File: config.mk
export PLATFORM = sky130hd
export DESIGN_NAME = agat_ram_arbiter
export DESIGN_NICKNAME = d
export VERILOG_FILES = /design/src/rtl/agat_mem_pkg.sv /design/src/rtl/agat_acc_timer.sv /design/src/rtl/agat_ram_arbiter.sv
export SDC_FILE = /design/constraint.sdc
export NUM_CORES = 1
export LEC_CHECK = 0
export ABC_AREA = 1
export BUFFER_PORTS_ARGS = -buffer_cell sky130_fd_sc_hd__buf_2
export CAP_MARGIN = 20
export CORE_MARGIN = 2
export CORE_UTILIZATION = 53
export CTS_BUF_LIST = sky130_fd_sc_hd__clkbuf_2
export DETAILED_ROUTE_END_ITERATION = 10
export PLACE_DENSITY = 0.93
export SETUP_SLACK_MARGIN = 0.4
export SLEW_MARGIN = 20
export SYNTH_ARGS = -nofsm -noshare
export SYNTH_HDL_FRONTEND = slang
export SYNTH_SLANG_ARGS = --single-unit
File: constraint.sdc
create_clock -name clk -period 1.9 [get_ports clk]
set_input_delay 0 -clock clk [delete_from_list [all_inputs] [get_ports clk]]
set_output_delay 0 -clock clk [all_outputs]
set_load 0.03 [all_outputs]
File: src/rtl/agat_mem_pkg.sv
// agat_mem_pkg: shared types and byte-enable constants for the Agat-9 RAM arbiter
package agat_mem_pkg;
  typedef enum logic [1:0] {IDLE, ACCESS, ACK} arb_state_t;
  typedef enum logic {CPU, VIDEO} grant_t;
  localparam logic [1:0] BE_LO   = 2'b01;
  localparam logic [1:0] BE_HI   = 2'b10;
  localparam logic [1:0] BE_WORD = 2'b11;
endpackage

File: src/rtl/agat_acc_timer.sv
// agat_acc_timer: 4-bit load/count-down strobe timer, last flags the final strobe cycle
module agat_acc_timer (
  input  logic       clk,
  input  logic       reset,
  input  logic       load,
  input  logic       en,
  input  logic [3:0] load_val,
  output logic       last
);
  logic [3:0] cnt_q, cnt_d;
  always_comb cnt_d = load ? load_val : (en && cnt_q != 4'd0) ? cnt_q - 4'd1 : cnt_q;
  always_ff @(posedge clk) cnt_q <= reset ? 4'd0 : cnt_d;
  assign last = cnt_q == 4'd0;
endmodule

File: src/rtl/agat_ram_arbiter.sv
// agat_ram_arbiter: round-robin CPU/video sharing of the 16-bit system RAM with fixed-length strobes
module agat_ram_arbiter
  import agat_mem_pkg::*;
#(
  parameter int ACCESS_CYCLES = 2,
  parameter int ADDR_W        = 17
) (
  input  logic              clk,
  input  logic              reset,
  input  logic              cpu_req,
  input  logic              cpu_we,
  input  logic [ADDR_W-1:0] cpu_addr,
  input  logic              cpu_byte,
  input  logic [7:0]        cpu_wdata,
  output logic [7:0]        cpu_rdata,
  output logic              cpu_ack,
  output logic              cpu_nwait,
  input  logic              vid_req,
  input  logic [ADDR_W-1:0] vid_addr,
  output logic [15:0]       vid_rdata,
  output logic              vid_ack,
  output logic              ram_rd,
  output logic              ram_wr,
  output logic [1:0]        ram_be,
  output logic [ADDR_W-1:0] ram_address,
  output logic [15:0]       ram_datain,
  input  logic [15:0]       ram_dataout
);
  arb_state_t        state_q, state_d;
  grant_t            grant_q, grant_d, last_grant_q, last_grant_d, pick;
  logic              we_q, we_d, lane_q, lane_d;
  logic              ram_rd_q, ram_rd_d, ram_wr_q, ram_wr_d;
  logic [1:0]        ram_be_q, ram_be_d;
  logic [ADDR_W-1:0] ram_address_q, ram_address_d;
  logic [15:0]       ram_datain_q, ram_datain_d, vid_rdata_q, vid_rdata_d;
  logic [7:0]        cpu_rdata_q, cpu_rdata_d;
  logic              cpu_ack_q, cpu_ack_d, vid_ack_q, vid_ack_d;
  logic              any_req, pick_we, timer_last;
  assign any_req = cpu_req | vid_req;
  // video wins a conflict unless it was the previous grant
  assign pick    = (vid_req && (!cpu_req || last_grant_q == CPU)) ? VIDEO : CPU;
  assign pick_we = pick == CPU && cpu_we;
  agat_acc_timer u_timer (
    .clk      (clk),
    .reset    (reset),
    .load     (state_q == IDLE && any_req),
    .en       (state_q == ACCESS),
    .load_val (4'(ACCESS_CYCLES - 1)),
    .last     (timer_last)
  );
  always_comb begin
    state_d       = state_q;
    grant_d       = grant_q;
    last_grant_d  = last_grant_q;
    we_d          = we_q;
    lane_d        = lane_q;
    ram_rd_d      = ram_rd_q;
    ram_wr_d      = ram_wr_q;
    ram_be_d      = ram_be_q;
    ram_address_d = ram_address_q;
    ram_datain_d  = ram_datain_q;
    cpu_rdata_d   = cpu_rdata_q;
    vid_rdata_d   = vid_rdata_q;
    cpu_ack_d     = 1'b0;
    vid_ack_d     = 1'b0;
    case (state_q)
      IDLE: if (any_req) begin
        state_d       = ACCESS;
        grant_d       = pick;
        last_grant_d  = pick;
        we_d          = pick_we;
        lane_d        = cpu_byte;
        ram_rd_d      = !pick_we;
        ram_wr_d      = pick_we;
        ram_be_d      = pick_we ? (cpu_byte ? BE_HI : BE_LO) : BE_WORD;
        ram_address_d = pick == VIDEO ? vid_addr : cpu_addr;
        ram_datain_d  = pick == CPU ? {cpu_wdata, cpu_wdata} : ram_datain_q;
      end
      ACCESS: if (timer_last) begin
        state_d     = ACK;
        ram_rd_d    = 1'b0;
        ram_wr_d    = 1'b0;
        cpu_ack_d   = grant_q == CPU;
        vid_ack_d   = grant_q == VIDEO;
        vid_rdata_d = grant_q == VIDEO ? ram_dataout : vid_rdata_q;
        cpu_rdata_d = (grant_q == CPU && !we_q) ? (lane_q ? ram_dataout[15:8] : ram_dataout[7:0]) : cpu_rdata_q;
      end
      default: state_d = IDLE;
    endcase
  end
  always_ff @(posedge clk) begin
    if (reset) begin
      state_q       <= IDLE;
      grant_q       <= CPU;
      last_grant_q  <= CPU;
      we_q          <= 1'b0;
      lane_q        <= 1'b0;
      ram_rd_q      <= 1'b0;
      ram_wr_q      <= 1'b0;
      ram_be_q      <= 2'b00;
      ram_address_q <= '0;
      ram_datain_q  <= '0;
      cpu_rdata_q   <= '0;
      vid_rdata_q   <= '0;
      cpu_ack_q     <= 1'b0;
      vid_ack_q     <= 1'b0;
    end else begin
      state_q       <= state_d;
      grant_q       <= grant_d;
      last_grant_q  <= last_grant_d;
      we_q          <= we_d;
      lane_q        <= lane_d;
      ram_rd_q      <= ram_rd_d;
      ram_wr_q      <= ram_wr_d;
      ram_be_q      <= ram_be_d;
      ram_address_q <= ram_address_d;
      ram_datain_q  <= ram_datain_d;
      cpu_rdata_q   <= cpu_rdata_d;
      vid_rdata_q   <= vid_rdata_d;
      cpu_ack_q     <= cpu_ack_d;
      vid_ack_q     <= vid_ack_d;
    end
  end
  assign ram_rd      = ram_rd_q;
  assign ram_wr      = ram_wr_q;
  assign ram_be      = ram_be_q;
  assign ram_address = ram_address_q;
  assign ram_datain  = ram_datain_q;
  assign cpu_rdata   = cpu_rdata_q;
  assign vid_rdata   = vid_rdata_q;
  assign cpu_ack     = cpu_ack_q;
  assign vid_ack     = vid_ack_q;
  assign cpu_nwait   = ~cpu_req | cpu_ack_q;
endmodule
# Word-level counts from Yosys, hierarchy flattened

Index checks and enable logic that the tools add are counted.

Flip-flop bits (word level): 72
Output and inout port bits: 64
Bits of input ports: 64
Logic and storage cells: 63

Reductions and logical operators: 22
Bitwise operators: 7
Equality and inequality tests: 3
Add/subtract/negate cells: 1
Multiplexer cells: 15

Operator list:

| kind                  | number |
|---|---|
| $mux W17              | 1 |
| $reduce_and A3 Y1     | 4 |
| $mux W2               | 4 |
| $mux W8               | 1 |
| $mux W1               | 6 |
| $logic_and A1 B1 Y1   | 5 |
| $not A1 Y1            | 5 |
| $logic_not A4 Y1      | 1 |
| $ne A2 B2 Y1 const B  | 2 |
| $pmux W1 S2           | 2 |
| $pmux W2 S2           | 1 |
| $reduce_and A2 Y1     | 2 |
| $reduce_bool A2 Y1    | 2 |
| $reduce_bool A4 Y1    | 1 |
| $sub A4 B1 Y4 const B | 1 |
| $logic_not A1 Y1      | 3 |
| $reduce_or A3 Y1      | 1 |
| $eq A2 B1 Y1 const B  | 1 |
| $logic_not A2 Y1      | 1 |
| $or A1 B1 Y1          | 2 |
| $reduce_or A2 Y1      | 1 |
| $logic_or A1 B1 Y1    | 1 |

# Logic depth before layout (Yosys ltp)

Depth in word-level cells: 9
Gate-level depth with buffers: 9
Mapped depth without buffers: 8

# Modules after synthesis

A second synthesis with hierarchy kept.

Cell total of the unflattened synthesis: 448
Area total of the unflattened synthesis: 2967.8 um^2

Modules (own cells, without submodules):

| module           | area an instance (um^2) | cells each | times used | sequential area each (um^2) |
|---|---|---|---|---|
| agat_ram_arbiter | 2695.1                  | 402        | 1          | 1201.2 |
| agat_acc_timer   | 272.8                   | 46         | 1          | 80.1 |

# Worst setup path after synthesis

No wires, ideal clock.

Path type: reg-to-reg
From: register u_timer.cnt_q[0]
To: register vid_rdata_q[10], in the netlist vid_rdata[10]
Required time: 1.836 ns
Library setup time: 0.064 ns
Data arrival time: 1.202 ns
Path slack: 0.634 ns
Buffers on the path: 1
Period minus slack after synthesis: 1.266 ns
Stages on the path, launching flop included: 8
Path through: dfxtp_1 inv_1 ha_1 nand2_4 nor3_4 buf_6 nor2_1 nor2_1

Cells in the longest elaborated chain, start to end: 2

RTL lines:

| item                               | line                    | text |
|---|---|---|
| start, declared                    | agat_acc_timer.sv:10    | `logic [3:0] cnt_q, cnt_d;` |
| start signal, assigned             | agat_acc_timer.sv:12    | `always_ff @(posedge clk) cnt_q <= reset ? 4'd0 : cnt_d;` |
| $logic_not A4 Y1                   | agat_acc_timer.sv:13    | `assign last = cnt_q == 4'd0;` |
| $reduce_and A3 Y1 (no source line) | --                      |  |
| end signal, assigned               | agat_ram_arbiter.sv:119 | `vid_rdata_q <= vid_rdata_d;` |
| end, declared                      | agat_ram_arbiter.sv:35  | `logic [15:0] ram_datain_q, ram_datain_d, vid_rdata_q, vid_rdata_d;` |

No other way between the ends.
A chain may end at the register's enable or synchronous reset.

# Worst setup path in the final report

From: register state_q[1]
To: register last_grant_q

Cells in the longest elaborated chain, start to end: 2

RTL lines:

| item                               | line                    | text |
|---|---|---|
| start, declared                    | agat_ram_arbiter.sv:29  | `arb_state_t state_q, state_d;` |
| start signal, assigned             | agat_ram_arbiter.sv:108 | `state_q <= state_d;` |
| $logic_not A2 Y1                   | agat_ram_arbiter.sv:66  | `case (state_q)` |
| $reduce_and A2 Y1 (no source line) | --                      |  |
| end signal, assigned               | agat_ram_arbiter.sv:110 | `last_grant_q <= last_grant_d;` |
| end, declared                      | agat_ram_arbiter.sv:30  | `grant_t grant_q, grant_d, last_grant_q, last_grant_d, pick;` |

No other way between the ends.

==> reports/results.ini <==
[run_status]
status = complete, no violations

[place]
place_ws_ps = 371
place_area_um2 = 3560
hpwl_um = 5170
port_buffers = 127
gp_congestion = 0.857

[floorplan]
fp.dieW_um = 79.0
dieArea_um2 = 6240
die_h_um = 79.0
rows = 27
coreArea_um2 = 5470
start_util = 0.545
io_pins = 128

[grt]
antenna_found_initial = 0
grt.total_usage = 0.327
grt_pass1_wl_um = 15700
grt-ovfl-total = 0
grt_max_degree = 30
grt_pass1_vias = 3444

[clocking]
cts_sinks = 64
clk_pin_slew_worst_paths_ps = 200
root_buffer = clkbuf_2
cts.path.max_buffers = 2
cts_buffers = 9
clock_latency_ps = 490
tritoncts = done
htree_levels = 3

[synth]
synthesis.area_um2 = 2980
yosysSeqAreaShare = 0.430
synth-seq-cells = 64
yosys_warnings = 0
syn-instance-count = 424
synth_cell_types = 28
async_flop_share = 0
synth_fp_nets = 490
avgSynthCellArea_um2 = 7.03
synth_edf_count = 0
synth_ff_type = dfxtp_1

[worst_setup_path]
cp_data_arrival_time_ps = 1830
startpoint_type = register
cp_max_fo = 3
path_class = reg -> reg
end_kind = register
cp.required_ps = 2310

[power_and_ir_drop]
powerDensity_nw_per_um2 = 813
peakVddDrop_mv = 0.580
power.leakage_nw = 2.30

[sta]
setup_violations = 0
worstMarginPinSlew_ps = 552
fin_crit_sh = 0.751
hold_viol = 0
rsz0062_at_grt = false
fin_skew_ps = 30.5
drv_slew = 0
max_slew_margin = 0.632
finalSetupTns_ps = 0
timing.hold.ws_ps = 83.4
period_minus_slack_ps = 1430
fmax_ghz = 0.701
finalWorstSetupSlack_ps = 473

[route]
dr.pass1.iters = 5
final_antenna_net_count = 0
drc_errors = 0
viasPerCell = 5.12
wl_um = 9830
avgRoutedWirePerCell_um = 14.4
num_vias = 3487
drtIter0Drc = 171

[flow_run]
cap_violations = 0

[worst_hold_path]
hp-class = in -> reg

[cells_and_area]
fin_nets = 671
areaGrowthSynthToFinish_pct = 45.2
n_antenna_cell = 0
mostFrequentLayoutCells = buf_2, nand2_1, nor2_1
design_area_um2 = 4330
drive_above_1_share = 0.300
layout_commonest_cell = buf_2

## cell families after synthesis
logic type | Yosys count | share of synthesized area
compound gates | 19 | 0.0331
xor+xnor | 1 | 0.00294
buf+inv | 69 | 0.116
flops | 64 | 0.430
simple gates | 269 | 0.410
fa+ha+maj | 2 | 0.00839
## path summary, 6_finish.rpt
path	startpoint	to	slack [ps]	cells past startpoint
worst min-delay path	cpu_req	ram_datain[8]	80	5
worst max-delay path	state_q[1]	last_grant_q	470	4
worst min register to register	ram_address[16]	ram_address[16]	460	2
worst max register to register	state_q[1]	last_grant_q	470	4
## report_power, final
part	switching (mW)	internal (mW)
Sequential	0.102	1.49
Clock	0.485	0.170
Combinational	0.816	0.458
Total	1.40	2.12
## synth_stat cells, types with 2 or more instances
cell	number	area, µm²
nand2_1	99	372
nor2_1	88	330
dfxtp_1	64	1280
inv_1	39	146
nand3_1	36	180
nand3b_1	16	120
or2_2	15	93.8
a21oi_1	13	65.1
buf_4	11	82.6
buf_2	10	50.1
buf_6	4	45.0
nor2_2	4	25.0
o21ai_1	3	15.0
clkbuf_1	2	7.51
ha_1	2	25.0
nand2_2	2	12.5
nor2_4	2	22.5
nor3_1	2	10.0
nor3_4	2	32.5
o21ai_0	2	10.0
## metal layers
| metal | track usage | wire [µm] |
|---|---|---|
| met1 | 0.364 | 3690 |
| met2 | 0.580 | 4880 |
| met3 | 0.0648 | 836 |
| met4 | 0.186 | 429 |
| met5 | 0 | 0 |
## sequential cells by signal (all words and copies together), names as in the netlist
name and cells:
vid_ack 1, we_q 1, cpu_rdata 8, ram_address 17, cpu_ack 1, lane_q 1, ram_rd 1, state_q 2
u_timer.cnt_q 4, last_grant_q 1, ram_be 2, ram_datain 8, ram_wr 1, vid_rdata 16
## through the flow
| step | power (mW) | cells | utilization |
|---|---|---|---|
| final | 3.52 | 681 | 0.791 |
| after global routing | 3.71 | 681 | 0.791 |
| after CTS | 3.43 | 680 | 0.785 |
| after detailed placement | 2.70 | 601 | 0.651 |
| after global placement | 2.67 | 601 | 0.651 |
| after floorplan | 2.42 | 424 | - |
## critical path: stages, from the launching register on
cell,delay [ps]
dfxtp_1,360
nor2_1,120
o21ai_2,110
dlygate4sd3_1,600
a21oi_1,160
## area by class of cell
type	instances	area, µm²
fillers	356	1140
multi-input cells	291	1370
clock buffers	11	55.1
flip-flops and latches	64	1280
well taps	72	90.1
clock inverters	4	22.5
repair buffers	198	1350
inverters	41	160
## what timing repair did
action                                  4_1_cts  5_1_grt
hold buffers                                 63        0
pin swaps                                     1        0
endpoints found under the hold margin        60        0
endpoints found under the setup margin       32       59
setup buffers                                 1        1
resized for setup                             1        8
Note: power is estimated with default switching activity, not from simulation.
